<file path="config.mk">
export PLATFORM = sky130hd
export DESIGN_NAME = fa_serial_ctrl
export DESIGN_NICKNAME = d
export VERILOG_FILES = /design/src/rtl/fa_serial_pkg.sv /design/src/rtl/fa.sv /design/src/rtl/fa_serial_ctrl.sv
export SDC_FILE = /design/constraint.sdc
export NUM_CORES = 1
export LEC_CHECK = 0
export CORE_AREA = 5 5 70 60
export DETAILED_ROUTE_END_ITERATION = 8
export DIE_AREA = 0 0 75 65
export MAX_ROUTING_LAYER = met4
export PLACE_DENSITY = 0.77
export SYNTH_ARGS = -nofsm -noshare
export SYNTH_HDL_FRONTEND = slang
export SYNTH_HIERARCHICAL = 1
export SYNTH_SLANG_ARGS = --single-unit
</file>
<file path="constraint.sdc">
create_clock -name clk -period 2.6 [get_ports clk]
set_input_delay 0.52 -clock clk [delete_from_list [all_inputs] [get_ports clk]]
set_output_delay 0.52 -clock clk [all_outputs]
set_load 0.02 [all_outputs]
</file>
<file path="src/rtl/fa_serial_pkg.sv">
// Shared definitions for the bit-serial adder sequencer: state encoding,
// default operand width and a width helper for the bit counter.
package fa_serial_pkg;

    localparam logic [1:0] ST_IDLE = 2'd0;
    localparam logic [1:0] ST_RUN  = 2'd1;
    localparam logic [1:0] ST_DONE = 2'd2;

    localparam int DEFAULT_WIDTH = 8;

    typedef enum logic [1:0] {
        S_IDLE = ST_IDLE,
        S_RUN  = ST_RUN,
        S_DONE = ST_DONE
    } state_t;

    // Ceiling log2, never less than one bit so a WIDTH=1 counter still exists.
    function automatic int clog2_min1(input int value);
        int r;
        r = 0;
        for (int i = 0; i < 32; i++) begin
            if ((64'd1 << i) < 64'(value)) begin
                r = i + 1;
            end
        end
        return (r < 1) ? 1 : r;
    endfunction

endpackage

</file>
<file path="src/rtl/fa.sv">
// 1-bit full adder cell; the single arithmetic element of the serial adder.
module fa (
    input  logic A,
    input  logic B,
    input  logic Cin,
    output logic Sum,
    output logic Cout
);

    assign Sum  = A ^ B ^ Cin;
    assign Cout = (A & B) | (A & Cin) | (B & Cin);

endmodule

</file>
<file path="src/rtl/fa_serial_ctrl.sv">
// Bit-serial adder: one fa cell stepped LSB-first, one bit per clock, with the
// carry held in a register between steps and the result latched on completion.
module fa_serial_ctrl
    import fa_serial_pkg::*;
#(
    parameter int WIDTH = DEFAULT_WIDTH
) (
    input  logic             clk,
    input  logic             rst_n,
    input  logic             start,
    input  logic [WIDTH-1:0] a,
    input  logic [WIDTH-1:0] b,
    input  logic             cin,
    output logic             busy,
    output logic             done,
    output logic [WIDTH-1:0] sum,
    output logic             cout
);

    localparam int CW = clog2_min1(WIDTH);
    localparam logic [CW-1:0] CNT_LAST = CW'(WIDTH - 1);

    state_t           state_q;
    logic [WIDTH-1:0] a_sh_q;
    logic [WIDTH-1:0] b_sh_q;
    logic [WIDTH-1:0] res_sh_q;
    logic [WIDTH-1:0] res_sh_d;
    logic [WIDTH-1:0] sum_q;
    logic [CW-1:0]    cnt_q;
    logic             c_q;
    logic             cout_q;
    logic             busy_q;
    logic             done_q;
    logic             fa_sum;
    logic             fa_cout;

    fa u_fa (
        .A    (a_sh_q[0]),
        .B    (b_sh_q[0]),
        .Cin  (c_q),
        .Sum  (fa_sum),
        .Cout (fa_cout)
    );

    // New sum bit enters at the MSB so after WIDTH steps the LSB lines up at bit 0.
    generate
        if (WIDTH == 1) begin : g_res_w1
            assign res_sh_d = fa_sum;
        end else begin : g_res_wn
            assign res_sh_d = {fa_sum, res_sh_q[WIDTH-1:1]};
        end
    endgenerate

    always_ff @(posedge clk or negedge rst_n) begin
        if (!rst_n) begin
            state_q  <= S_IDLE;
            a_sh_q   <= '0;
            b_sh_q   <= '0;
            res_sh_q <= '0;
            sum_q    <= '0;
            cnt_q    <= '0;
            c_q      <= 1'b0;
            cout_q   <= 1'b0;
            busy_q   <= 1'b0;
            done_q   <= 1'b0;
        end else begin
            case (state_q)
                S_IDLE: begin
                    if (start) begin
                        a_sh_q   <= a;
                        b_sh_q   <= b;
                        c_q      <= cin;
                        cnt_q    <= '0;
                        res_sh_q <= '0;
                        busy_q   <= 1'b1;
                        state_q  <= S_RUN;
                    end
                end
                S_RUN: begin
                    a_sh_q   <= a_sh_q >> 1;
                    b_sh_q   <= b_sh_q >> 1;
                    res_sh_q <= res_sh_d;
                    c_q      <= fa_cout;
                    cnt_q    <= cnt_q + 1'b1;
                    // Result is latched while entering DONE so it is valid alongside done.
                    if (cnt_q == CNT_LAST) begin
                        sum_q   <= res_sh_d;
                        cout_q  <= fa_cout;
                        done_q  <= 1'b1;
                        state_q <= S_DONE;
                    end
                end
                S_DONE: begin
                    done_q  <= 1'b0;
                    busy_q  <= 1'b0;
                    state_q <= S_IDLE;
                end
                default: begin
                    done_q  <= 1'b0;
                    busy_q  <= 1'b0;
                    state_q <= S_IDLE;
                end
            endcase
        end
    end

    assign busy = busy_q;
    assign done = done_q;
    assign sum  = sum_q;
    assign cout = cout_q;

endmodule
</file>
# Yosys cells after proc, flatten, opt, wreduce, memory -nomap -nowiden
# Index checks and enable logic that the tools add are counted.
word_totals:
  ff_bits: 41
  input_bits: 20
  out_inout_bits: 11
op_classes:
  add_sub_neg: 1
  n_eq_ne: 4
  mux: 17
  n_bitwise: 9
  n_reduce_logical: 7
op_table:
  columns: ["cell", "n"]
  rows:
  - ["8-bit one-hot mux with 2 select lines", 3]
  - ["8-bit 2-to-1 mux", 3]
  - ["2-bit AND reduction", 5]
  - ["1-bit one-hot mux with 2 select lines", 3]
  - ["3-bit one-hot mux with 2 select lines", 1]
  - ["2-bit 2-to-1 mux", 2]
  - ["2-bit inequality test (second input constant)", 2]
  - ["2-bit one-hot mux with 2 select lines", 1]
  - ["3-bit by 1-bit adder with 3-bit output (second input constant)", 1]
  - ["1-bit bitwise AND", 3]
  - ["3-bit == test (second input constant)", 1]
  - ["1-bit 2-to-1 mux", 3]
  - ["3-bit 2-to-1 mux", 1]
  - ["2-bit by 1-bit == test with 1-bit output (second input constant)", 1]
  - ["2-bit zero test", 1]
  - ["1-bit NOT", 2]
  - ["1-bit OR", 2]
  - ["2-bit nonzero test", 1]
  - ["1-bit bitwise XOR", 2]

# Longest topological paths before layout
# Gate-level depths: netlist (run 1).
depth:
  word_depth: 4
  ltp_mapped: 6

# By module
# The synthesis (run 1) kept the hierarchy.
modules_own_cells:
  columns: ["mod", "instances", "cells_per_inst", "area_per_inst_um2", "seq_area_each_um2"]
  rows:
  - ["fa_serial_ctrl", 1, 154, 1775.5, 1001.0]
  - ["fa", 1, 1, 20.0, 0.0]

# Worst setup path after synthesis (run 1)
# OpenSTA, ideal clock, no wires.
synth_path:
  path_kind: "register to register"
  startpoint: "register cnt_q[0]"
  endpoint: "register cout_q, in the netlist cout"
  setup_time_ns: 0.125
  arrival_time_ns: 1.237
  required_time_ns: 2.475
  path_slack_ns: 1.238
  path_stages_with_launch: 5
  n_path_buf: 0
  period_less_slack_ns: 1.362
  cell_sequence: "dfrtp_1 -> ha_1 -> ha_1 -> nand2_8 -> mux2_4"
synth_via:
  elab_chain_cells: 2
synth_rtl:
  columns: ["item", "line_no", "text"]
  rows:
  - ["start, declared", "fa_serial_ctrl.sv:29", "logic [CW-1:0] cnt_q;"]
  - ["start signal, assigned", "fa_serial_ctrl.sv:84", "cnt_q <= cnt_q + 1'b1;"]
  - ["3-bit == test", "fa_serial_ctrl.sv:86", "if (cnt_q == CNT_LAST) begin"]
  - ["2-bit AND reduction (no line)", null, null]
  - ["end signal, assigned", "fa_serial_ctrl.sv:88", "cout_q <= fa_cout;"]
  - ["end, declared", "fa_serial_ctrl.sv:31", "logic cout_q;"]
# No other way between the ends.
# A chain may end at the register's enable or synchronous reset.

# Worst setup path in the final report (run 1)
layout_path:
  startpoint: "register sum_q[1], in the netlist sum[1]"
  endpoint: "output sum[1]"
layout_rtl:
  columns: ["item", "line_no", "text"]
  rows:
  - ["start, declared", "fa_serial_ctrl.sv:28", "logic [WIDTH-1:0] sum_q;"]
  - ["start signal, assigned", "fa_serial_ctrl.sv:87", "sum_q <= res_sh_d;"]
  - ["end, declared", "fa_serial_ctrl.sv:16", "output logic [WIDTH-1:0] sum,"]
# No word-level cell between the ends.

==> results of run 1 <==
[cells by family (layout without fill, tap and decap cells)]
group,Yosys count,after routing
flops,40,40
compound gates,36,36
mux,9,9
buf+inv,15,43
simple gates,52,52
fa+ha+maj,3,3
[layout by cell type (no fill, tap or decap), drive strengths merged]
| master | instances |
|---|---|
| dfrtp | 40 |
| nor3 | 36 |
| clkdlybuf4s50 | 29 |
| o22ai | 15 |
| a22o | 9 |
| mux2 | 9 |
| clkbuf | 6 |
| o21ai | 5 |
| nor2 | 5 |
| nand2b | 4 |
| nand2 | 4 |
| inv | 3 |
| o32ai | 3 |
| a21oi | 3 |
| buf | 3 |
| ha | 2 |
| clkinv | 2 |
| nor2b | 2 |
| o21bai | 1 |
| or2 | 1 |
| fa | 1 |
[synthesized netlist by cell type]
library cell | instances | area, sq um
nand2_1 | 3 | 11.26
o32ai_1 | 3 | 26.28
nand2b_2 | 1 | 8.760
or2_2 | 1 | 6.260
ha_1 | 2 | 25.02
fa_1 | 1 | 20.02
o21bai_2 | 1 | 11.26
clkbuf_1 | 2 | 7.510
inv_1 | 3 | 11.26
nand2b_1 | 3 | 18.77
buf_6 | 1 | 11.26
mux2_4 | 9 | 135.1
a21oi_1 | 3 | 15.01
buf_4 | 2 | 15.01
nor2b_1 | 1 | 6.260
o22ai_1 | 15 | 93.84
o21ai_0 | 5 | 25.02
nor2_1 | 5 | 18.77
nor2b_4 | 1 | 13.76
a22o_1 | 9 | 78.83
dfrtp_1 | 40 | 1001
nor3_1 | 36 | 180.2
buf_2 | 7 | 35.03
nand2_8 | 1 | 20.02
[report_power, final]
part           internal, mW  switching (mW)  leakage [nW]
Combinational         0.548           0.543         0.409
Clock                 0.212           0.212        0.0510
Sequential            0.913           0.214         0.483
[final cells by class]
type | count | area, sq um
fill | 272 | 1344
sequential | 40 | 1001
multi-input combinational | 100 | 714.4
timing repair buffer | 32 | 310.3
clock buffer | 6 | 82.58
tap | 44 | 55.05
inverter | 3 | 11.26
clock inverter | 2 | 10.01
[layer usage]
layer	GRT usage	vias up
li1	-	622
met4	0.06667	0
met5	-	-
met3	0.05271	7
met1	0.2116	651
met2	0.2696	30
[registers in the layout, indices dropped and copies added (netlist names)]
signal / count
c_q: 1
state_q: 2
cout: 1
done: 1
b_sh_q: 8
res_sh_q: 7
cnt_q: 3
busy: 1
sum: 8
a_sh_q: 8
[stage by stage]
stage          utilization  area [sq um]  setup slack [ns]  power [mW]
4_1_cts             0.6191          2185            0.8018       2.663
2_1_floorplan            -          1795             1.238       1.886
3_5_place_dp        0.5929          2092            0.6032       2.235
3_3_place_gp        0.5929          2092            0.7487       2.165
6_report            0.6191          2185            0.8035       2.641
5_1_grt             0.6191          2185            0.7566       2.815
[path summary, 6_finish.rpt]
| check | end | slack, ns |
|---|---|---|
| max | sum[1] | 0.80 |
| min | res_sh_q[7] | 0.34 |
| max reg2reg | a_sh_q[4] | 1.06 |
| min reg2reg | sum[4] | 0.51 |
| max in group asynchronous | res_sh_q[2] | 1.72 |
| min in group clk | sum[4] | 0.51 |
==> reports/results.txt, run 1 <==
Synth Area in XOR/XNOR = 0
clk root buf = clkbuf_8
Slew Viols, Final = 0
clk sink count = 40
Vias/cell = 5.771
total track usage = 0.1736
Setup crit end kind = primary output
PwrDens = 1209 nW/um^2
worst-path cell with the longest stage delay = clkdlybuf4s50_1
cell count after synthesis = 155
post-synthesis simple-gate area fraction = 0.1582
# Post-CTS Setup Buffers = 0
Met3 Wirelength = 181 um
Final Cycle Share = 0.6910
Hold Buf Count CTS = 0
synth warn = 6
largest net degree at the start of global routing = 41
max_cap viols = 0
DRC = 0
number of global-route vias before repair = 1369
DP Wirelength = 2525 um
largest family of logic cells by synthesized area = simple AND/OR/NAND/NOR gates
RSZ-0062 raised after global routing = no
Die X = 75 um
slowest stage delay, CP = 0.61 ns
clock latency on the worst-skew pair = 0.30 ns
die area = 4875 sq um
starting density of the core = 0.5089
worst path bufs/invs = 1
Vert. Die Dim = 65 um
Fin. Hold Viols = 0
Hold Slack = 0.3412 ns
post-synthesis mux area share = 0.07526
Crit Path Class = reg2out
Nets = 205
H-tree lvl count = 2
# IOs = 31
global-route wire length before repair = 6258 um
routed wire length = 3617 um
max layer used = met4
placed cells = 219
routed vias = 1310
FF+latch count, synth = 40
DR iter-0 viols = 111
Synth Area in Compound Gates = 0.1394
reg2reg start = state_q[1]
fin crit period = 1.797 ns
Leakage = 0.9431 nW
synth unique cells = 24
HP Class = in2async
met1 wire length = 1614 um
CTS tree = built
Peak Freq = 0.5566 GHz
adder and majority cell fraction of the synthesized area = 0.02509
Critical Path Stages = 1
PortBufs = 30
initial antenna violation count = 0
R2R cell count = 3
layout cells sized above 1 = 0.1366
antenna-violating nets left = 0
maximum vdd ir drop = 627.2 uV
CP startpoint = sum[1]
placer congestion estimate = 0.7318
clock slew at reported path FFs = 0.08 ns
CP Max Fanout = 2
Area Growth Syn to Fin = 21.67%
Core Rows = 20
Pre-Repair DR Iteration Count = 4
critical path's top delay family = buffers and inverters
Worst Path Arrival = 1.28 ns
worst slew pin tran = 0.8654 ns
TritonCTS buffer count = 5
non-filler instance count after layout = 227
# diodes = 0
met2 WL post-DR = 1770 um
run status = finished clean
syn_area_per_cell = 11.58 sq um
Worst Path Required = 2.08 ns
WL per Instance = 15.93 um
Seq/Total Area, Yosys = 0.5575
Post-CTS Resized = 0
core box area = 3528 sq um
gr ovfl total = 0
Slew headroom = 0.4231
Post-Syn Area = 1795 sq um
# setup viols final = 0
Clock Path Buffers = 2
Synth Net Count = 178
Setup Skew = 0.009282 ns
Final TNS setup = 0 ns
CP Cell Sequence = clkdlybuf4s50_1
CP Launch Type = flop
Power figures use the tool's default switching activity.
==> run 2: changes to the inputs <==
--- a/config.mk
+++ b/config.mk
@@ -5,11 +5,11 @@
 export SDC_FILE = /design/constraint.sdc
 export NUM_CORES = 1
 export LEC_CHECK = 0
-export CORE_AREA = 5 5 70 60
+export CORE_AREA = 5 5 76 64
 export DETAILED_ROUTE_END_ITERATION = 8
-export DIE_AREA = 0 0 75 65
+export DIE_AREA = 0 0 81 69
 export MAX_ROUTING_LAYER = met4
-export PLACE_DENSITY = 0.77
+export PLACE_DENSITY = 0.7
 export SYNTH_ARGS = -nofsm -noshare
 export SYNTH_HDL_FRONTEND = slang
 export SYNTH_HIERARCHICAL = 1
==> constraint.sdc (replaced) <==
create_clock -name clk -period 1.6 [get_ports clk]
set_input_delay 0.32 -clock clk [delete_from_list [all_inputs] [get_ports clk]]
set_output_delay 0.32 -clock clk [all_outputs]
set_load 0.02 [all_outputs]
==> reports/results.txt, run 2 (synthesis gave the netlist of run 1 again) <==
run status = finished clean
Core Rows = 21
slowest stage delay, CP = 0.60 ns
non-filler instance count after layout = 249
switching part of the total = 0.3530
global-route wire length before repair = 6561 um
placer congestion estimate = 0.7889
maximum vdd ir drop = 1020 uV
Worst Path Arrival = 1.23 ns
worst-path cell with the longest stage delay = clkdlybuf4s50_1
Leakage = 1.082 nW
area occupied by multi-input gates = 714.4 sq um
Final Util = 0.5748
Pre-Repair DR Iteration Count = 4
fin crit period = 1.555 ns
Setup crit end kind = primary output
placed cells = 240
# diodes = 0
largest net degree at the start of global routing = 18
worst path bufs/invs = 1
DRC = 0
clk root buf = clkbuf_8
WL per Instance = 15.90 um
critical path's top delay family = buffers and inverters
CTS tree = built
clock latency on the worst-skew pair = 0.29 ns
# Post-CTS Setup Buffers = 0
Flop pwr share = 0.411
Logic pwr share = 0.396
# IOs = 31
CP Launch Type = flop
worst slew pin tran = 0.4824 ns
initial antenna violation count = 0
H-tree lvl count = 2
Clock power frac = 0.193
Vias/cell = 5.542
TritonCTS buffer count = 5
die area = 5589 sq um
clk sink count = 40
Final Cycle Share = 0.9717
antenna-violating nets left = 0
DP Wirelength = 2719 um
Net Switching = 1.588 mW
flip-flop and latch area = 1001 sq um
PwrDens = 1934 nW/um^2
Worst Path Required = 1.28 ns
Slew headroom = 0.6780
Critical Path Stages = 1
Int Pwr = 2.911 mW
layout cells sized above 1 = 0.1719
core box area = 4046 sq um
Nets = 214
clock slew at reported path FFs = 0.08 ns
most frequent cells in the layout = dfrtp_1 (40), nor3_1 (36), clkdlybuf4s50_1 (19), o22ai_1 (15)
commonest non-fill, non-tap cell in the layout = dfrtp_1
gr ovfl total = 0
routed vias = 1380
Crit Path Class = reg2out
CP Cell Sequence = clkdlybuf4s50_1
CP Max Fanout = 2
Clock Path Buffers = 2
# setup viols final = 0
DR iter-0 viols = 76
Tot Pwr = 4.499 mW
Area Growth Syn to Fin = 29.55%
max_cap viols = 0
Die X = 81 um
Vert. Die Dim = 69 um
total track usage = 0.1568
HP Class = in2async
Fillers = 355
Peak Freq = 0.6432 GHz
routed wire length = 3958 um
Setup Skew = 0.007660 ns
R2R cell count = 4
Slew Viols, Final = 0
Final TNS setup = 0 ns
RSZ-0062 raised after global routing = no
starting density of the core = 0.4437
PortBufs = 30
Fin. Hold Viols = 0
number of global-route vias before repair = 1332
==> run 2: changes by cell type in the layout (fill, tap and decap cells not counted), sizes merged <==
cell / change
dlymetal6s2s: +7
dlygate4sd3: +1
clkdlybuf4s50: -10
clkinv: -1
buf: +8
dlygate4sd2: +3
bufinv: +1
==> run 2: final cells by class <==
class	count	area share
flip-flops and latches	40	0.4303
multi-input cells	100	0.3072
repair buffers	41	0.1748
clock buffers	6	0.03550
well taps	57	0.03066
clock inverters	2	0.01668
inverters	3	0.004841
==> run 2: per-layer routing <==
metal / global-route usage / share of wire / vias to the layer above
met5: - / 0 / -
met4: 0.06191 / 0.023 / 0
met3: 0.04818 / 0.052 / 10
met2: 0.2197 / 0.48 / 42
met1: 0.2112 / 0.45 / 683
li1: - / - / 645
==> run 2: worst paths after layout <==
kind	startpoint	endpoint	slack [ns]
worst max register to register	cnt_q[0]	sum[4]	0.11
min in group clk	cnt_q[0]	cnt_q[0]	0.51
worst max-delay path	sum[3]	sum[3]	0.05
worst min register to register	cnt_q[0]	cnt_q[0]	0.51
worst min-delay path	rst_n	a_sh_q[5]	0.49
max in group asynchronous	rst_n	sum[6]	0.58
==> run 2: through the flow <==
stage	hold slack (ns)	setup WS (ns)	instance area (sq um)
5_1_grt	0.4864	0.002535	2326
3_5_place_dp	0.2419	-0.08548	2181
3_3_place_gp	0.2353	0.01765	2181
2_1_floorplan	0.02441	0.2380	1795
4_1_cts	0.4574	0.003724	2308
6_report	0.4910	0.04523	2326
==> run 2: what timing repair did <==
item                       CTS  global route
gates resized for setup      3             7
gates cloned                 0             0
hold endpoints to repair    13             0
setup endpoints to repair    3             7
hold buffers                 1             0
==> run 2: power groups by stage <==
stage,combinational (mW),clock [mW],sequential [mW]
4_1_cts,1.82,0.902,1.85
5_1_grt,1.95,0.952,1.91
2_1_floorplan,1.15,0,1.92
3_5_place_dp,1.83,0,1.87
6_report,1.78,0.869,1.85
3_3_place_gp,1.76,0,1.84
==> run 3: changes to the inputs <==
--- a/config.mk
+++ b/config.mk
@@ -9,7 +9,7 @@
 export DETAILED_ROUTE_END_ITERATION = 8
 export DIE_AREA = 0 0 81 69
 export MAX_ROUTING_LAYER = met4
-export PLACE_DENSITY = 0.7
+export PLACE_DENSITY = 0.73
 export SYNTH_ARGS = -nofsm -noshare
 export SYNTH_HDL_FRONTEND = slang
 export SYNTH_HIERARCHICAL = 1
==> reports/results.txt, run 3 (synthesis gave the netlist of run 1 again) <==
commonest non-fill, non-tap cell in the layout = dfrtp_1
failing checks = negative hold slack
final instance area = 2275 sq um
Worst Path Required = 1.28 ns
non-filler instance count after layout = 245
critical path's top delay family = buffers and inverters
worst slew pin tran = 0.4855 ns
HP Class = in2async
CTS tree = built
layout cells sized above 1 = 0.1596
Nets = 211
clock latency on the worst-skew pair = 0.27 ns
Tot Pwr = 4.367 mW
Hold Buf Count CTS = 0
R2R Setup Slk = 0.15 ns
met2 Resource Use GR = 0.2206
global-route wire length before repair = 6203 um
DRC = 0
run status = finished with violations
H-tree lvl count = 2
routed wire length = 3750 um
Core Rows = 21
Setup crit end kind = primary output
largest net degree at the start of global routing = 23
clk sink count = 40
maximum vdd ir drop = 633.0 uV
Pre-Repair DR Iteration Count = 4
CP Cell Sequence = clkdlybuf4s50_1
core box area = 4046 sq um
DP Wirelength = 2681 um
gr ovfl total = 0
initial antenna violation count = 0
placed cells = 238
flip-flop and latch area = 1001 sq um
Slew headroom = 0.6759
dpl cell area = 2166 sq um
max_cap viols = 0
most frequent cells in the layout = dfrtp_1 (40), nor3_1 (36), clkdlybuf4s50_1 (24), o22ai_1 (15)
Setup Skew = 0.004011 ns
Final Cycle Share = 0.9773
placer congestion estimate = 0.8244
M3 GR Usage = 0.02604
clock slew at reported path FFs = 0.07 ns
# IOs = 31
Crit Path Class = reg2out
die area = 5589 sq um
Leakage = 1.029 nW
Clock Path Buffers = 2
final worst-path setup slack = 0.03635 ns
starting density of the core = 0.4437
fin crit period = 1.564 ns
clk root buf = clkbuf_8
Fillers = 354
TritonCTS buffer count = 5
worst path bufs/invs = 1
Vias/cell = 5.465
Peak Freq = 0.6395 GHz
total track usage = 0.1398
Slew Viols, Final = 0
PwrDens = 1920 nW/um^2
Hold Slack = -0.01274 ns
busiest grt layer = met2
slowest stage delay, CP = 0.61 ns
CP Launch Type = flop
WL per Instance = 15.31 um
antenna-violating nets left = 0
CP Max Fanout = 2
Fin. Hold Viols = 18
area occupied by multi-input gates = 714.4 sq um
pre-CTS WS = -0.1224 ns
Vert. Die Dim = 69 um
number of global-route vias before repair = 1328
routed vias = 1339
Area Growth Syn to Fin = 26.69%
met1 GRT Util = 0.1835
Worst Path Arrival = 1.24 ns
DR iter-0 viols = 80
worst-path cell with the longest stage delay = clkdlybuf4s50_1
Die X = 81 um
# diodes = 0
# setup viols final = 0
RSZ-0062 raised after global routing = no
PortBufs = 30
## run 3: cell types whose count changed in the layout (fill, tap and decap cells not counted)
cell,before,now
buf_4,9,7
bufinv_16,1,0
clkbuf_8,6,7
clkdlybuf4s50_1,19,24
clkinv_4,1,0
dlygate4sd2_1,3,0
dlygate4sd3_1,1,0
dlymetal6s2s_1,7,5
## run 3: layout make-up
cell class | count | area share
Sequential cell | 40 | 0.4400
Inverter | 3 | 0.004950
Clock buffer | 7 | 0.04235
Timing Repair Buffer | 38 | 0.1672
Multi-Input combinational cell | 100 | 0.3141
Tap cell | 57 | 0.03135
## run 3: what timing repair did
item / CTS / global route
endpoints found under the setup margin: 0 / 5
resized for setup: 0 / 5
hold endpoints to repair: 0 / 0
buffers inserted: 0 / 0
## run 3: worst paths after layout
path / startpoint / end / cells after the start
setup / recovery: sum[2] / sum[2] / 1
hold / removal: rst_n / b_sh_q[6] / 1
setup reg to reg: cnt_q[0] / sum[0] / 4
hold reg to reg: res_sh_q[1] / res_sh_q[1] / 1
max in group asynchronous: rst_n / cnt_q[0] / 2
min in group clk: res_sh_q[1] / res_sh_q[1] / 1
## run 3: per-layer routing
layer	routed length [um]	vias up
met3	136	4
met2	1897	23
li1	-	635
met4	42	0
met1	1673	677
met5	0	-
## run 3: metrics by stage
stage / hold WS [ns] / TNS, ns / utilization
6_report: -0.01274 / 0 / 0.5622
5_1_grt: 0.01150 / 0 / 0.5622
4_1_cts: 0.0002781 / 0 / 0.5591
3_5_place_dp: 0.3001 / -0.4472 / 0.5353
3_3_place_gp: 0.2857 / -0.06372 / 0.5353
2_1_floorplan: 0.02441 / 0 / -
## run 3: report_power, final
group	switching, mW	internal (mW)
Combinational	0.902	0.940
Clock	0.312	0.384
Sequential	0.344	1.48
